==> src/rtl/simple_ctrl.sv <==
// simple_ctrl: FETCH/EXEC/WB instruction sequencer for the SIMPLE 16-bit datapath.
// Define SIMPLE_CTRL_STEP_EN to add the `step` input and a PAUSE state after each WB.
module simple_ctrl #(
   parameter int PC_W = 16
) (
   input  logic            clk,
   input  logic            rst,
   input  logic            run,
`ifdef SIMPLE_CTRL_STEP_EN
   input  logic            step,
`endif
   output logic [PC_W-1:0] pc,
   input  logic [15:0]     instr,
   input  logic [3:0]      szcv,
   output logic [2:0]      AR_idx,
   output logic [2:0]      BR_idx,
   output logic [2:0]      wr_idx,
   output logic            rdAR_en,
   output logic            rdBR_en,
   output logic            wr_en,
   output logic            wrclk,
   output logic            alu_en,
   output logic            sft_en,
   output logic            immd_en,
   output logic            in_en,
   output logic            out_en,
   output logic [3:0]      op3,
   output logic [7:0]      immd,
   output logic            halted,
   output logic            illegal
);

   typedef enum logic [2:0] {
      S_IDLE  = 3'd0,
      S_FETCH = 3'd1,
      S_EXEC  = 3'd2,
      S_WB    = 3'd3,
      S_HALT  = 3'd4
`ifdef SIMPLE_CTRL_STEP_EN
      , S_PAUSE = 3'd5
`endif
   } state_t;

   typedef struct packed {
      logic [2:0] ar_idx;
      logic [2:0] br_idx;
      logic [2:0] wr_idx;
      logic       rd_ar_en;
      logic       rd_br_en;
      logic       wr_en;
      logic       alu_en;
      logic       sft_en;
      logic       immd_en;
      logic       in_en;
      logic       out_en;
      logic [3:0] op3;
      logic [7:0] immd;
      logic       flag_ld;
      logic       is_hlt;
      logic       is_illegal;
   } ctl_t;

   state_t          state_q, state_d;
   logic [PC_W-1:0] pc_q, pc_d;
   logic [15:0]     ir_q, ir_d;
   logic [3:0]      flags_q, flags_d;
   ctl_t            ctl_q, ctl_d;
   logic            wrclk_q, wrclk_d;
   logic            out_en_q, out_en_d;
   logic            illegal_q, illegal_d;
   logic            halted_q, halted_d;

   ctl_t            dec;
   logic [1:0]      i_op1;
   logic [2:0]      i_rs;
   logic [2:0]      i_rd;
   logic [3:0]      i_op3;

   logic            br_taken;
   logic [PC_W-1:0] br_off;
   logic [PC_W-1:0] pc_inc;
   logic [PC_W-1:0] pc_wb;
   logic            flag_s;
   logic            flag_z;
   logic            flag_v;
   logic            unused_flag_c;

   assign i_op1 = instr[15:14];
   assign i_rs  = instr[13:11];
   assign i_rd  = instr[10:8];
   assign i_op3 = instr[7:4];

   // Decode straight from the instruction bus so controls are ready on entry to EXEC.
   always_comb begin
      dec = '0;
      case (i_op1)
         2'b11: begin
            if (i_op3 <= 4'd6) begin
               dec.ar_idx   = i_rd;
               dec.br_idx   = i_rs;
               dec.rd_ar_en = 1'b1;
               dec.rd_br_en = 1'b1;
               dec.alu_en   = 1'b1;
               dec.op3      = i_op3;
               dec.wr_idx   = i_rd;
               dec.wr_en    = (i_op3 != 4'd5);
               dec.flag_ld  = 1'b1;
            end else if (i_op3 >= 4'd8 && i_op3 <= 4'd11) begin
               dec.br_idx   = i_rd;
               dec.rd_br_en = 1'b1;
               dec.sft_en   = 1'b1;
               dec.op3      = i_op3;
               dec.immd     = {4'h0, instr[3:0]};
               dec.wr_idx   = i_rd;
               dec.wr_en    = 1'b1;
               dec.flag_ld  = 1'b1;
            end else if (i_op3 == 4'd12) begin
               dec.in_en    = 1'b1;
               dec.wr_idx   = i_rd;
               dec.wr_en    = 1'b1;
            end else if (i_op3 == 4'd13) begin
               dec.br_idx   = i_rs;
               dec.rd_br_en = 1'b1;
               dec.out_en   = 1'b1;
            end else if (i_op3 == 4'd15) begin
               dec.is_hlt   = 1'b1;
            end else begin
               dec.is_illegal = 1'b1;
            end
         end
         2'b10: begin
            if (i_rs == 3'b000) begin
               dec.immd_en  = 1'b1;
               dec.immd     = instr[7:0];
               dec.wr_idx   = i_rd;
               dec.wr_en    = 1'b1;
            end else if (i_rs == 3'b100 || (i_rs == 3'b111 && !i_rd[2])) begin
               // Branches drive no datapath controls; the target is resolved in WB.
               dec.is_illegal = 1'b0;
            end else begin
               dec.is_illegal = 1'b1;
            end
         end
         default: dec.is_illegal = 1'b1;
      endcase
   end

   assign flag_s        = flags_q[3];
   assign flag_z        = flags_q[2];
   assign flag_v        = flags_q[0];
   assign unused_flag_c = flags_q[1];

   always_comb begin
      br_taken = 1'b0;
      if (ir_q[15:14] == 2'b10) begin
         if (ir_q[13:11] == 3'b100) begin
            br_taken = 1'b1;
         end else if (ir_q[13:11] == 3'b111) begin
            case (ir_q[10:8])
               3'b000:  br_taken = flag_z;
               3'b001:  br_taken = flag_s ^ flag_v;
               3'b010:  br_taken = flag_z | (flag_s ^ flag_v);
               3'b011:  br_taken = ~flag_z;
               default: br_taken = 1'b0;
            endcase
         end
      end
   end

   assign br_off = {{(PC_W-8){ir_q[7]}}, ir_q[7:0]};
   assign pc_inc = pc_q + PC_W'(1);
   assign pc_wb  = ctl_q.is_hlt ? pc_q : (br_taken ? pc_inc + br_off : pc_inc);

   always_comb begin
      state_d   = state_q;
      pc_d      = pc_q;
      ir_d      = ir_q;
      flags_d   = flags_q;
      ctl_d     = ctl_q;
      wrclk_d   = 1'b0;
      out_en_d  = 1'b0;
      illegal_d = 1'b0;
      halted_d  = 1'b0;
      case (state_q)
         S_IDLE: begin
            if (run) state_d = S_FETCH;
         end
         S_FETCH: begin
            ir_d    = instr;
            ctl_d   = dec;
            state_d = S_EXEC;
         end
         S_EXEC: begin
            if (ctl_q.flag_ld) flags_d = szcv;
            wrclk_d   = 1'b1;
            out_en_d  = ctl_q.out_en;
            illegal_d = ctl_q.is_illegal;
            state_d   = S_WB;
         end
         S_WB: begin
            ctl_d = '0;
            pc_d  = pc_wb;
            if (ctl_q.is_hlt) begin
               state_d  = S_HALT;
               halted_d = 1'b1;
            end else begin
`ifdef SIMPLE_CTRL_STEP_EN
               state_d = S_PAUSE;
`else
               state_d = S_FETCH;
`endif
            end
         end
         S_HALT: begin
            halted_d = 1'b1;
         end
`ifdef SIMPLE_CTRL_STEP_EN
         S_PAUSE: begin
            if (step) state_d = S_FETCH;
         end
`endif
         default: state_d = S_IDLE;
      endcase
   end

   always_ff @(posedge clk) begin
      if (rst) begin
         state_q   <= S_IDLE;
         pc_q      <= '0;
         ir_q      <= '0;
         flags_q   <= '0;
         ctl_q     <= '0;
         wrclk_q   <= 1'b0;
         out_en_q  <= 1'b0;
         illegal_q <= 1'b0;
         halted_q  <= 1'b0;
      end else begin
         state_q   <= state_d;
         pc_q      <= pc_d;
         ir_q      <= ir_d;
         flags_q   <= flags_d;
         ctl_q     <= ctl_d;
         wrclk_q   <= wrclk_d;
         out_en_q  <= out_en_d;
         illegal_q <= illegal_d;
         halted_q  <= halted_d;
      end
   end

   assign pc      = pc_q;
   assign AR_idx  = ctl_q.ar_idx;
   assign BR_idx  = ctl_q.br_idx;
   assign wr_idx  = ctl_q.wr_idx;
   assign rdAR_en = ctl_q.rd_ar_en;
   assign rdBR_en = ctl_q.rd_br_en;
   assign wr_en   = ctl_q.wr_en;
   assign alu_en  = ctl_q.alu_en;
   assign sft_en  = ctl_q.sft_en;
   assign immd_en = ctl_q.immd_en;
   assign in_en   = ctl_q.in_en;
   assign op3     = ctl_q.op3;
   assign immd    = ctl_q.immd;
   assign wrclk   = wrclk_q;
   assign out_en  = out_en_q;
   assign illegal = illegal_q;
   assign halted  = halted_q;

endmodule

==> config.mk <==
export PLATFORM = sky130hd
export DESIGN_NAME = simple_ctrl
export DESIGN_NICKNAME = d
export VERILOG_FILES = /design/src/rtl/simple_ctrl.sv
export SDC_FILE = /design/constraint.sdc
export NUM_CORES = 1
export LEC_CHECK = 0
export CAP_MARGIN = 25
export CORE_ASPECT_RATIO = 1.5
export CORE_MARGIN = 2
export CORE_UTILIZATION = 29
export DETAILED_ROUTE_END_ITERATION = 8
export PLACE_DENSITY = 0.45
export SYNTH_ARGS = -nofsm -noshare
export SYNTH_HDL_FRONTEND = slang
export SYNTH_SLANG_ARGS = --single-unit
==> constraint.sdc <==
create_clock -name clk -period 4.8 [get_ports clk]
set_clock_uncertainty 0.15 [all_clocks]
set_input_delay 1.44 -clock clk [delete_from_list [all_inputs] [get_ports clk]]
set_output_delay 1.44 -clock clk [all_outputs]
set_load 0.005 [all_outputs]
Word level (Yosys, flattened, before mapping). Cells that the tools add are included.

Word-level logic and storage cells: 119. Bits in registers: 75.

Mux-type cells: 53. Equal/unequal tests: 19. Reduce and logical (&&, ||, !) cells: 12. Bitwise logic cells: 6. Add/sub/neg operators: 2. Order comparisons: 3.

Operator list (count): one-hot mux 32 bit (2 select lines) (1); 2-to-1 mux 6 bit (4); 2-to-1 mux 2 bit (11); 2-to-1 mux 3 bit (7); 2-to-1 mux 1 bit (18); adder 16 x 1 -> 16 bit, second input constant (1); adder 16 bit (1); 2-to-1 mux 16 bit (1); 2-to-1 mux 8 bit (2); one-hot mux 8 bit (2 select lines) (1); equality test 3 bit, second input constant (5); one-hot mux 3 bit (5 select lines) (1); 2-to-1 mux 13 bit (1); equality test 3 x 2 -> 1 bit, second input constant (4); equality test 4 bit, second input constant (3); logical NOT 3 bit (3); equality test 2 bit, second input constant (3); equality test 3 x 1 -> 1 bit, second input constant (2); one-hot mux 1 bit (2 select lines) (3); one-hot mux 3 bit (2 select lines) (1); AND reduction 2 bit (3); >= comparator 4 bit, second input constant (1); <= comparator 4 x 3 -> 1 bit, second input constant (1); <= comparator 4 bit, second input constant (1); other kinds (12) (16).

Longest topological paths before layout. Gate-level depths: netlist (run 1).

Word-level depth: 8. Mapped depth: 14.

Least setup slack after synthesis (run 1). No wires, ideal clock.

Kind: register to register. From: reg pc_q[0], in the netlist pc[0]. To: reg pc_q[15], in the netlist pc[15]. Cell stages (with the launch flop): 15. Buffers on the path: 1. Setup slack: 1.432 ns. Setup time: 0.123 ns. Arrival: 3.095 ns. Period minus slack after synthesis: 3.368 ns. Path through: dfxtp_1 -> ha_1 -> nand3_2 -> or3_4 -> nor2_4 -> xor2_2 -> ha_1 -> clkbuf_1 -> a21o_1 -> a211oi_1 -> and4_1 -> nor2_1 -> o21ai_1 -> nand4_1 -> mux2_1.

Cells in the longest elaborated chain, start to end: 3.

Ends and longest elaborated chain: start: declaration (line 64) `logic [PC_W-1:0] pc_q, pc_d;`; start signal: assignment (line 239) `pc_q <= pc_d;`; adder 16 x 1 -> 16 bit (*) (line 171) `assign pc_inc = pc_q + PC_W'(1);`; adder 16 bit (line 172) `assign pc_wb = ctl_q.is_hlt ? pc_q : (br_taken ? pc_inc + br_off : pc_inc);`; 2-to-1 mux 16 bit (*) (line 172).

Mark *: on every way between the ends. The rest lies on a longest branch, timed or not. A chain may end at the register's enable or synchronous reset.

Worst setup path in the final report (run 1). Same ends and word-level chain as after synthesis.

==> metrics.yaml, run 1 <==
run_status:
  status: "completed"
setup_path:
  critPathMaxFanout: 8
  cp-end-kind: "flip-flop"
  worstReg2RegEnd: "pc[15]$_SDFFE_PP0P_"
  r2r-start: "pc[0]$_SDFFE_PP0P_"
  critPathLaunch: "pc[0]$_SDFFE_PP0P_"
  crit_arrival_ns: 3.78
  worst-r2r-setup-slack_ns: 1.09
  cp-endpoint: "pc[15]$_SDFFE_PP0P_"
  critPathKind: "flip-flop to flip-flop"
  crit_path_start_kind: "flip-flop"
  r2r_cells: 13
  cp.required_ns: 4.87
floorplan:
  ios: 71
  rows: 54
  dieHeight_um: 152.0
  core_area_mm2: 0.01439
  initial_utilization: 0.2941
  die_width_um: 102.6
  die_area_mm2: 0.01560
logic_synthesis:
  synth_ff_type: "dfxtp_1"
  yosys.area_share.simple: 0.2347
  synth.most_common_cell: "dfxtp_1"
  synth_commonest_cells: "73 x dfxtp_1, 63 x nor2_1, 61 x nand2_1"
  postSynthAreaPerCell_um2: 8.171
  synthXorXnorAreaFrac: 0.04936
  syn_area_mm2: 0.004233
  ys_warn_count: 0
  yosys.area.top_type: "dfxtp_1"
  synth_cell_types: 69
  synthArstFlopShare: 0
  synth.area.mux_share: 0.01744
  synth_top_family_by_area: "simple AND/OR/NAND/NOR gates"
  yosys_register_bits: 73
  netlist.area_leader.share: 0.3453
  synth-edff-count: 0
  synth-compound-area-share: 0.2105
  syn_inst: 518
  yosysSeqAreaShare: 0.3453
  syn_nets: 562
  ys_top_cells_by_area: "dfxtp_1 35%, ha_1 5.9%, nor2_1 5.6%"
  synth_fa_ha_area_frac: 0.06621
place:
  dpl_cell_area_mm2: 0.004896
  place_hpwl_um: 8232
  port_buffers: 69
  gp_congestion: 0.8167
grt:
  antenna_found_initial: 0
  overflow: 0
  grt_pass1_wl_um: 18800
  track_usage: 0.1519
  grt_max_degree: 47
  grt_pass1_vias: 3723
cts:
  post_cts_buffers: 0
  htree_levels: 3
  clock_path_buffers: 2
  cts_resized: 0
  insertion_delay_ns: 0.34
  cts_buffers: 9
  numClockSinks: 73
  cts_tree: "yes"
  root_buffer: "clkbuf_16"
  hold_buffers: 0
  clk_pin_slew_ns: 0.06
drt:
  ant_nets: 0
  vias: 3737
  vias_per_cell: 4.983
  first_pass_iters: 4
  wl_per_cell_um: 15.28
  route.detailed.drc: 0
  wl_um: 11460
  drtIter0Drc: 146
power:
  power_density_mw_per_mm2: 312.2
  vdd_drop_max_mv: 0.1660
  cellLeakagePower_nw: 1.906
hold_path:
  hp-class: "flip-flop to flip-flop"
cells_and_area:
  syn_to_final_growth_pct: 23.17
  antennaDiodeCount: 0
  fill_cells: 1520
  nets: 594
  fin_area_mm2: 0.005214
  drive_gt1_frac: 0.07942
sta:
  min_period_over_period: 0.7730
  rsz0062_at_grt: "false"
  worst_pin_slew_ns: 0.7725
  period_minus_slack_ns: 3.710
  max_slew_margin: 0.4780
  max_freq_mhz: 269.5
  slew_viol_final: 0
  timing.final.hold_violations: 0
  setup_viol: 0
  fin_tns_setup_ns: 0
job:
  cap_viol_max_count: 0
[report_power, final]
part | switching [mW] | internal (mW) | total, mW
clock network | 0.279 | 0.455 | 0.734
logic | 0.134 | 0.0951 | 0.229
registers | 0.0305 | 0.634 | 0.664
[cell families after synthesis]
group           count (synthesis)
simple gates                  204
compound gates                131
flops                          73
buf+inv                        58
xor+xnor                       23
fa+ha+maj                      22
mux                             7
[worst min path at each step]
stage,startpoint,cells after the start,endpoint,slack (ns)
after floorplan,ctl_q[15]$_SDFFE_PP0P_,1,out_en$_SDFF_PP0_,0.28
after global placement,ir_q[10]$_SDFFE_PP0P_,2,ir_q[10]$_SDFFE_PP0P_,0.29
after detailed placement,ir_q[10]$_SDFFE_PP0P_,2,ir_q[10]$_SDFFE_PP0P_,0.30
after CTS,ctl_q[15]$_SDFFE_PP0P_,2,ctl_q[15]$_SDFFE_PP0P_,0.31
after global routing,ir_q[3]$_SDFFE_PP0P_,2,ir_q[3]$_SDFFE_PP0P_,0.32
final,ctl_q[15]$_SDFFE_PP0P_,2,ctl_q[15]$_SDFFE_PP0P_,0.30
[layout by cell type (no fill, tap or decap), types with 3 or more instances in the layout]
cell type / count
dfxtp_1: 73
clkdlybuf4s50_1: 68
nor2_1: 63
nand2_1: 61
a21oi_1: 38
ha_1: 20
a22oi_1: 19
o21ai_0: 17
xnor2_1: 15
nand3_1: 15
nor3_1: 13
a211oi_1: 11
clkbuf_16: 9
and3_1: 8
xor2_1: 7
a21o_1: 7
nand3b_1: 6
a31oi_1: 6
inv_1: 5
buf_4: 5
nand4_1: 4
a32oi_1: 4
mux2i_1: 4
and2_1: 4
nor3_2: 3
nor2b_1: 3
nand2b_1: 3
o211ai_1: 3
a222oi_1: 3
o21bai_1: 3
[critical path: stages (launching register included)]
cell	delay, ns
dfxtp_1	0.46
ha_1	0.28
nand3_2	0.16
or3_4	0.47
nor2_4	0.14
xor2_2	0.17
ha_1	0.33
a21o_1	0.24
a211oi_1	0.34
and4_1	0.27
nor2_1	0.06
o21ai_1	0.07
nand4_1	0.12
mux2_1	0.32
[metal layers]
layer	GRT usage	wire, um
met1	0.1817	4942
met2	0.2608	5762
met3	0.02760	446
met4	0.06349	308
met5	0	0
[final cells by class]
type                       count  area, um^2  area share
timing repair buffer          74       723.2      0.1387
sequential                    73        1461      0.2803
clock inverter                 6       92.59     0.01776
inverter                       5       18.77    0.003600
clock buffer                   9       225.2     0.04320
multi-input combinational    387        2447      0.4694
tap                          196       245.2     0.04704
[flip-flops by register name, summed over array words and instances, names as in the netlist, 3 cells and up]
signal   flops
ir_q        16
pc          16
immd         8
ctl_q        4
op3          4
AR_idx       3
BR_idx       3
flags_q      3
state_q      3
wr_idx       3
[per-stage QoR]
step | util | hold WS, ns | total power, mW | setup WS, ns | std cells
after floorplan | - | 0.2796 | 0.8276 | 1.432 | 518
after global placement | 0.3402 | 0.2919 | 0.9072 | 1.107 | 735
after detailed placement | 0.3402 | 0.2968 | 0.9098 | 1.081 | 735
after CTS | 0.3623 | 0.3055 | 1.657 | 1.050 | 750
after global routing | 0.3623 | 0.3235 | 1.713 | 0.8720 | 750
final | 0.3623 | 0.3000 | 1.628 | 1.090 | 750
Note: power is estimated with default switching activity, not from simulation.
==> run 2, diff against run 1 <==
==> constraint.sdc (replaced) <==
create_clock -name clk -period 3.83 [get_ports clk]
set_clock_uncertainty 0.15 [all_clocks]
set_input_delay 1.149 -clock clk [delete_from_list [all_inputs] [get_ports clk]]
set_output_delay 1.149 -clock clk [all_outputs]
set_load 0.005 [all_outputs]
==> metrics.yaml, run 2 (same netlist as run 1, synthesis figures left out) <==
drt:
  first_pass_iters: 5  # was 4
  drtIter0Drc: 141  # was 146
  ant_nets: 0  # unchanged
  route.detailed.drc: 0  # unchanged
  wl_um: 11500  # was 11,460 um
  wl_per_cell_um: 15.26  # was 15.28 um
  vias: 3742  # was 3,737
  vias_per_cell: 4.963  # was 4.983
cts:
  cts_tree: "yes"  # unchanged
  root_buffer: "clkbuf_16"  # unchanged
  post_cts_buffers: 0  # unchanged
  clock_path_buffers: 2  # unchanged
  htree_levels: 3  # unchanged
  clk_pin_slew_ns: 0.06  # about the same
  hold_buffers: 0  # unchanged
  cts_buffers: 9  # unchanged
  insertion_delay_ns: 0.33  # was 0.34 ns
  numClockSinks: 73  # unchanged
  cts_resized: 0  # unchanged
place:
  port_buffers: 69  # unchanged
  place_hpwl_um: 8398  # was 8232 um
  gp_congestion: 0.8082  # was 0.8167
setup_path:
  critPathMaxStageDelay_ns: 0.47  # about the same
  cp-end-kind: "flip-flop"  # unchanged
  crit_path_start_kind: "flip-flop"  # unchanged
  r2r-start: "pc[1]$_SDFFE_PP0P_"  # was pc[0]$_SDFFE_PP0P_
  crit_arrival_ns: 3.61  # was 3.78 ns
  cpMostUsedCell: "ha_1"  # unchanged
  critPathLaunch: "pc[1]$_SDFFE_PP0P_"  # was pc[0]$_SDFFE_PP0P_
  critPathMaxFanout: 8  # unchanged
  critPathKind: "flip-flop to flip-flop"  # unchanged
  path_cells: "ha_1 -> nand3_2 -> or3_4 -> nor2_4 -> xor2_2 -> ha_1 -> a21o_1 -> a211oi_2 -> and4_1 -> nor2_1 -> o21ai_1 -> nand4_1 -> mux2_1"  # was ha_1 -> nand3_2 -> or3_4 -> nor2_4 -> xor2_2 -> ha_1 -> a21o_1 -> a211oi_1 -> and4_1 -> nor2_1 -> o21ai_1 -> nand4_1 -> mux2_1
  slowest_stage: "or3_4"  # unchanged
  cp.required_ns: 3.90  # was 4.87 ns
grt:
  antenna_found_initial: 0  # unchanged
  track_usage: 0.1517  # was 0.1519
  grt_pass1_wl_um: 18690  # was 18,800 um
  grt_pass1_vias: 3601  # was 3,723
  grt_max_degree: 50  # was 47
  overflow: 0  # unchanged
sta:
  slew_viol_final: 0  # unchanged
  rsz0062_at_grt: "false"  # unchanged
  setup_viol: 0  # unchanged
  timing.final.hold_violations: 0  # unchanged
  fin_tns_setup_ns: 0  # unchanged
  fin_hold_ws_ns: 0.3003  # was 0.3000 ns
  period_minus_slack_ns: 3.535  # was 3.710 ns
  worst_pin_slew_ns: 0.9738  # was 0.7725 ns
  min_period_over_period: 0.9229  # was 0.7730
  max_slew_margin: 0.3508  # was 0.4780
  max_freq_mhz: 282.9  # was 269.5 MHz
floorplan:
  die_width_um: 102.6  # unchanged
  ios: 71  # unchanged
  dieHeight_um: 152.0  # unchanged
  die_area_mm2: 0.01560  # unchanged
  rows: 54  # unchanged
  core_area_mm2: 0.01439  # unchanged
  initial_utilization: 0.2941  # unchanged
power:
  p_total_mw: 2.112  # was 1.628 mW
  power_density_mw_per_mm2: 400.6  # was 312.2 mW/mm^2
  vdd_drop_max_mv: 0.1850  # was 0.1660 mV
  cellLeakagePower_nw: 1.946  # was 1.906 nW
cells_and_area:
  final_cell_mix: "73 x dfxtp_1, 68 x clkdlybuf4s50_1, 63 x nor2_1"  # unchanged
  syn_to_final_growth_pct: 24.56  # was 23.17%
  antennaDiodeCount: 0  # unchanged
  nets: 598  # was 594
  drive_gt1_frac: 0.08781  # was 0.07942
  mostFrequentLayoutCell: "dfxtp_1"  # unchanged
  fin_util: 0.3664  # was 0.3623
hold_path:
  hold_start: "ctl_q[15]$_SDFFE_PP0P_"  # unchanged
  hp-class: "flip-flop to flip-flop"  # unchanged
run_status:
  status: "completed"  # unchanged
job:
  cap_viol_max_count: 0  # unchanged
run 2: cell count changes in the layout (fill, tap and decap cells not counted):
cell and delta:
buf_4 +4, clkinvlp_4 -2, a211oi_1 -1, a211oi_2 +1
bufinv_16 +1, clkinv_4 +1
run 2: layout make-up:
cell class	instances	area, um^2
Clock buffer	9	225.2
Clock inverter	6	116.4
Fill cell	1522	9119
Inverter	5	18.77
Multi-Input combinational cell	387	2452
Sequential cell	73	1461
Tap cell	196	245.2
Timing Repair Buffer	78	753.2
run 2: final timing paths:
check                                               to  slack [ns]  depth (start not counted)
worst max register to register     pc[15]$_SDFFE_PP0P_        0.30                         13
worst min-delay path            ctl_q[15]$_SDFFE_PP0P_        0.30                          2
worst max-delay path               pc[15]$_SDFFE_PP0P_        0.30                         13
worst min register to register  ctl_q[15]$_SDFFE_PP0P_        0.30                          2
run 2: critical path: cells and delay by family, from the launching register on:
kind | cells | cell delay [ns]
AOI/OAI and AO/OA | 3 | 0.58
xor gates and xnor gates | 1 | 0.18
adders and majority gates | 2 | 0.61
DFF | 1 | 0.40
muxes | 1 | 0.32
and+or+nand+nor | 6 | 1.18
run 2: metrics by stage:
step / worst slack, ns / std cells / area [um^2]
floorplan: 0.4619 / 518 / 4233
global placement: 0.2181 / 739 / 4926
detailed placement: 0.1891 / 739 / 4926
CTS: 0.1667 / 754 / 5268
global route: 0.04637 / 754 / 5273
finish: 0.2954 / 754 / 5273
run 2: per-layer routing:
metal | routed length (um) | track usage | share of wire | up-vias
li1 | - | - | - | 1895
met1 | 4912 | 0.1822 | 0.43 | 1732
met2 | 5818 | 0.2586 | 0.51 | 95
met3 | 467 | 0.03036 | 0.041 | 20
met4 | 306 | 0.06222 | 0.027 | 0
met5 | 0 | 0 | 0 | -
run 2: power by group:
group          leakage (nW)  switching [mW]  internal, mW
registers             0.591          0.0351         0.794
clock network         0.166           0.350         0.638
logic                  1.19           0.172         0.123
==> run 3, diff against run 2 <==
--- a/config.mk
+++ b/config.mk
@@ -7,7 +7,6 @@
 export LEC_CHECK = 0
 export CAP_MARGIN = 25
 export CORE_ASPECT_RATIO = 1.5
-export CORE_MARGIN = 2
 export CORE_UTILIZATION = 29
 export DETAILED_ROUTE_END_ITERATION = 8
 export PLACE_DENSITY = 0.45
==> metrics.yaml, run 3 (same netlist as run 1, synthesis figures left out) <==
run_status:
  status: "completed"  # unchanged
drt:
  wl_per_cell_um: 15.22  # was 15.26 um
  drtIter0Drc: 118  # was 141
  wl_um: 11400  # was 11,500 um
  first_pass_iters: 4  # was 5
  ant_nets: 0  # unchanged
  vias: 3757  # was 3,742
  route.detailed.drc: 0  # unchanged
  vias_per_cell: 5.016  # was 4.963
power:
  power_density_mw_per_mm2: 400.5  # was 400.6 mW/mm^2
  power.switching_mw: 0.5510  # was 0.5576 mW
  internal-power_mw: 1.554  # was 1.555 mW
  p_total_mw: 2.105  # was 2.112 mW
  switching_share: 0.2618  # was 0.2640
  cellLeakagePower_nw: 1.940  # was 1.946 nW
  p_clk_frac: 0.467  # was 0.468
  pwr-share-comb: 0.140  # about the same
  vdd_drop_max_mv: 0.1760  # was 0.1850 mV
  power_frac_seq: 0.393  # about the same
grt:
  overflow: 0  # unchanged
  track_usage: 0.1592  # was 0.1517
  grt_max_degree: 47  # was 50
  antenna_found_initial: 0  # unchanged
  grt_pass1_vias: 3752  # was 3,601
  grt_pass1_wl_um: 18630  # was 18,690 um
cells_and_area:
  final_cell_mix: "73 x dfxtp_1, 68 x clkdlybuf4s50_1, 63 x nor2_1"  # unchanged
  area.sequential_mm2: 0.001461  # unchanged
  nets: 597  # was 598
  mostFrequentLayoutCell: "dfxtp_1"  # unchanged
  syn_to_final_growth_pct: 24.15  # was 24.56%
  drive_gt1_frac: 0.08438  # was 0.08781
  multi_input_area_mm2: 0.002447  # was 0.002452 mm^2
  antennaDiodeCount: 0  # unchanged
  final_cells: 749  # was 754
  fill_cells: 1481  # was 1,522
sta:
  max_slew_margin: 0.3850  # was 0.3508
  slew_viol_final: 0  # unchanged
  max_freq_mhz: 276.5  # was 282.9 MHz
  period_minus_slack_ns: 3.617  # was 3.535 ns
  rsz0062_at_grt: "false"  # unchanged
  worst_pin_slew_ns: 0.9225  # was 0.9738 ns
  fin_tns_setup_ns: 0  # unchanged
  min_period_over_period: 0.9444  # was 0.9229
  fin_hold_ws_ns: 0.3032  # was 0.3003 ns
  setup_viol: 0  # unchanged
  timing.final.hold_violations: 0  # unchanged
setup_path:
  r2r-start: "pc[1]$_SDFFE_PP0P_"  # unchanged
  crit_arrival_ns: 3.68  # was 3.61 ns
  cp.required_ns: 3.90  # about the same
  critPathLaunch: "pc[1]$_SDFFE_PP0P_"  # unchanged
  critPathMaxFanout: 8  # unchanged
  critPathMaxStageDelay_ns: 0.48  # was 0.47 ns
  path_cells: "ha_1 -> nand3_2 -> or3_4 -> nor2_4 -> xor2_2 -> ha_1 -> a21o_1 -> a211oi_1 -> and4_1 -> nor2_1 -> o21ai_1 -> nand4_1 -> mux2_1"  # was ha_1 -> nand3_2 -> or3_4 -> nor2_4 -> xor2_2 -> ha_1 -> a21o_1 -> a211oi_2 -> and4_1 -> nor2_1 -> o21ai_1 -> nand4_1 -> mux2_1
  slowest_stage: "or3_4"  # unchanged
  critPathKind: "flip-flop to flip-flop"  # unchanged
  worst-r2r-setup-slack_ns: 0.21  # was 0.30 ns
  crit_path_start_kind: "flip-flop"  # unchanged
  cp-end-kind: "flip-flop"  # unchanged
  cpMostUsedCell: "ha_1"  # unchanged
  critPathBufInv: 0  # unchanged
  crit_family: "simple AND/OR/NAND/NOR gates"  # unchanged
floorplan:
  core_area_mm2: 0.01412  # was 0.01439 mm^2
  die_area_mm2: 0.01509  # was 0.01560 mm^2
  dieHeight_um: 150.0  # was 152.0 um
  ios: 71  # unchanged
  die_width_um: 100.6  # was 102.6 um
  rows: 53  # was 54
  initial_utilization: 0.2997  # was 0.2941
cts:
  root_buffer: "clkbuf_16"  # unchanged
  clock_path_buffers: 2  # unchanged
  cts_resized: 0  # unchanged
  insertion_delay_ns: 0.33  # about the same
  post_cts_buffers: 0  # unchanged
  clk_pin_slew_ns: 0.06  # about the same
  cts_tree: "yes"  # unchanged
  hold_buffers: 0  # unchanged
  cts_buffers: 9  # unchanged
  htree_levels: 3  # unchanged
  numClockSinks: 73  # unchanged
hold_path:
  hp-class: "flip-flop to flip-flop"  # unchanged
  hold_start: "ctl_q[15]$_SDFFE_PP0P_"  # unchanged
place:
  port_buffers: 69  # unchanged
  gp_congestion: 0.8198  # was 0.8082
  dp.cells: 734  # was 739
  place_hpwl_um: 8350  # was 8398 um
job:
  cap_viol_max_count: 0  # unchanged
[run 3: per-stage QoR]
step	instance area, um^2	utilization	setup WS (ns)
finish	5255	0.3720	0.2130
global placement	4913	0.3479	0.2632
global route	5255	0.3720	0.04898
detailed placement	4913	0.3479	0.2542
floorplan	4233	-	0.4619
CTS	5255	0.3720	0.2273
[run 3: area by class of cell]
class | instances | share of cell area
inverters | 5 | 0.003571
clock inverters | 6 | 0.02214
flip-flops and latches | 73 | 0.2781
multi-input cells | 387 | 0.4657
well taps | 192 | 0.04571
repair buffers | 77 | 0.1419
clock buffers | 9 | 0.04286
[run 3: final timing paths]
kind	to	cells past startpoint
max	pc[15]$_SDFFE_PP0P_	13
min	out_en$_SDFF_PP0_	1
max reg2reg	pc[15]$_SDFFE_PP0P_	13
min reg2reg	out_en$_SDFF_PP0_	1
[run 3: metal layers]
layer | wire length (um) | up-vias | GRT usage | part of all wire
li1 | - | 1896 | - | -
met1 | 4746 | 1765 | 0.1758 | 0.42
met2 | 5938 | 79 | 0.2914 | 0.52
met3 | 480 | 17 | 0.03410 | 0.042
met4 | 234 | 0 | 0.06449 | 0.021
met5 | 0 | - | 0 | 0
[run 3: power by group through the flow]
stage	Clock, mW	Combinational, mW	Sequential, mW
after detailed placement	0	0.299	0.844
after global routing	1.05	0.330	0.832
final	0.982	0.296	0.827
after floorplan	0	0.202	0.836
after global placement	0	0.297	0.843
after CTS	1.01	0.300	0.827
[run 3: worst register-to-register path, cell delays in order (launching register included)]
cell      delay (ns)
dfxtp_1         0.41
ha_1            0.27
nand3_2         0.17
or3_4           0.48
nor2_4          0.14
xor2_2          0.16
ha_1            0.33
a21o_1          0.24
a211oi_1        0.33
and4_1          0.27
nor2_1          0.06
o21ai_1         0.07
nand4_1         0.11
mux2_1          0.32
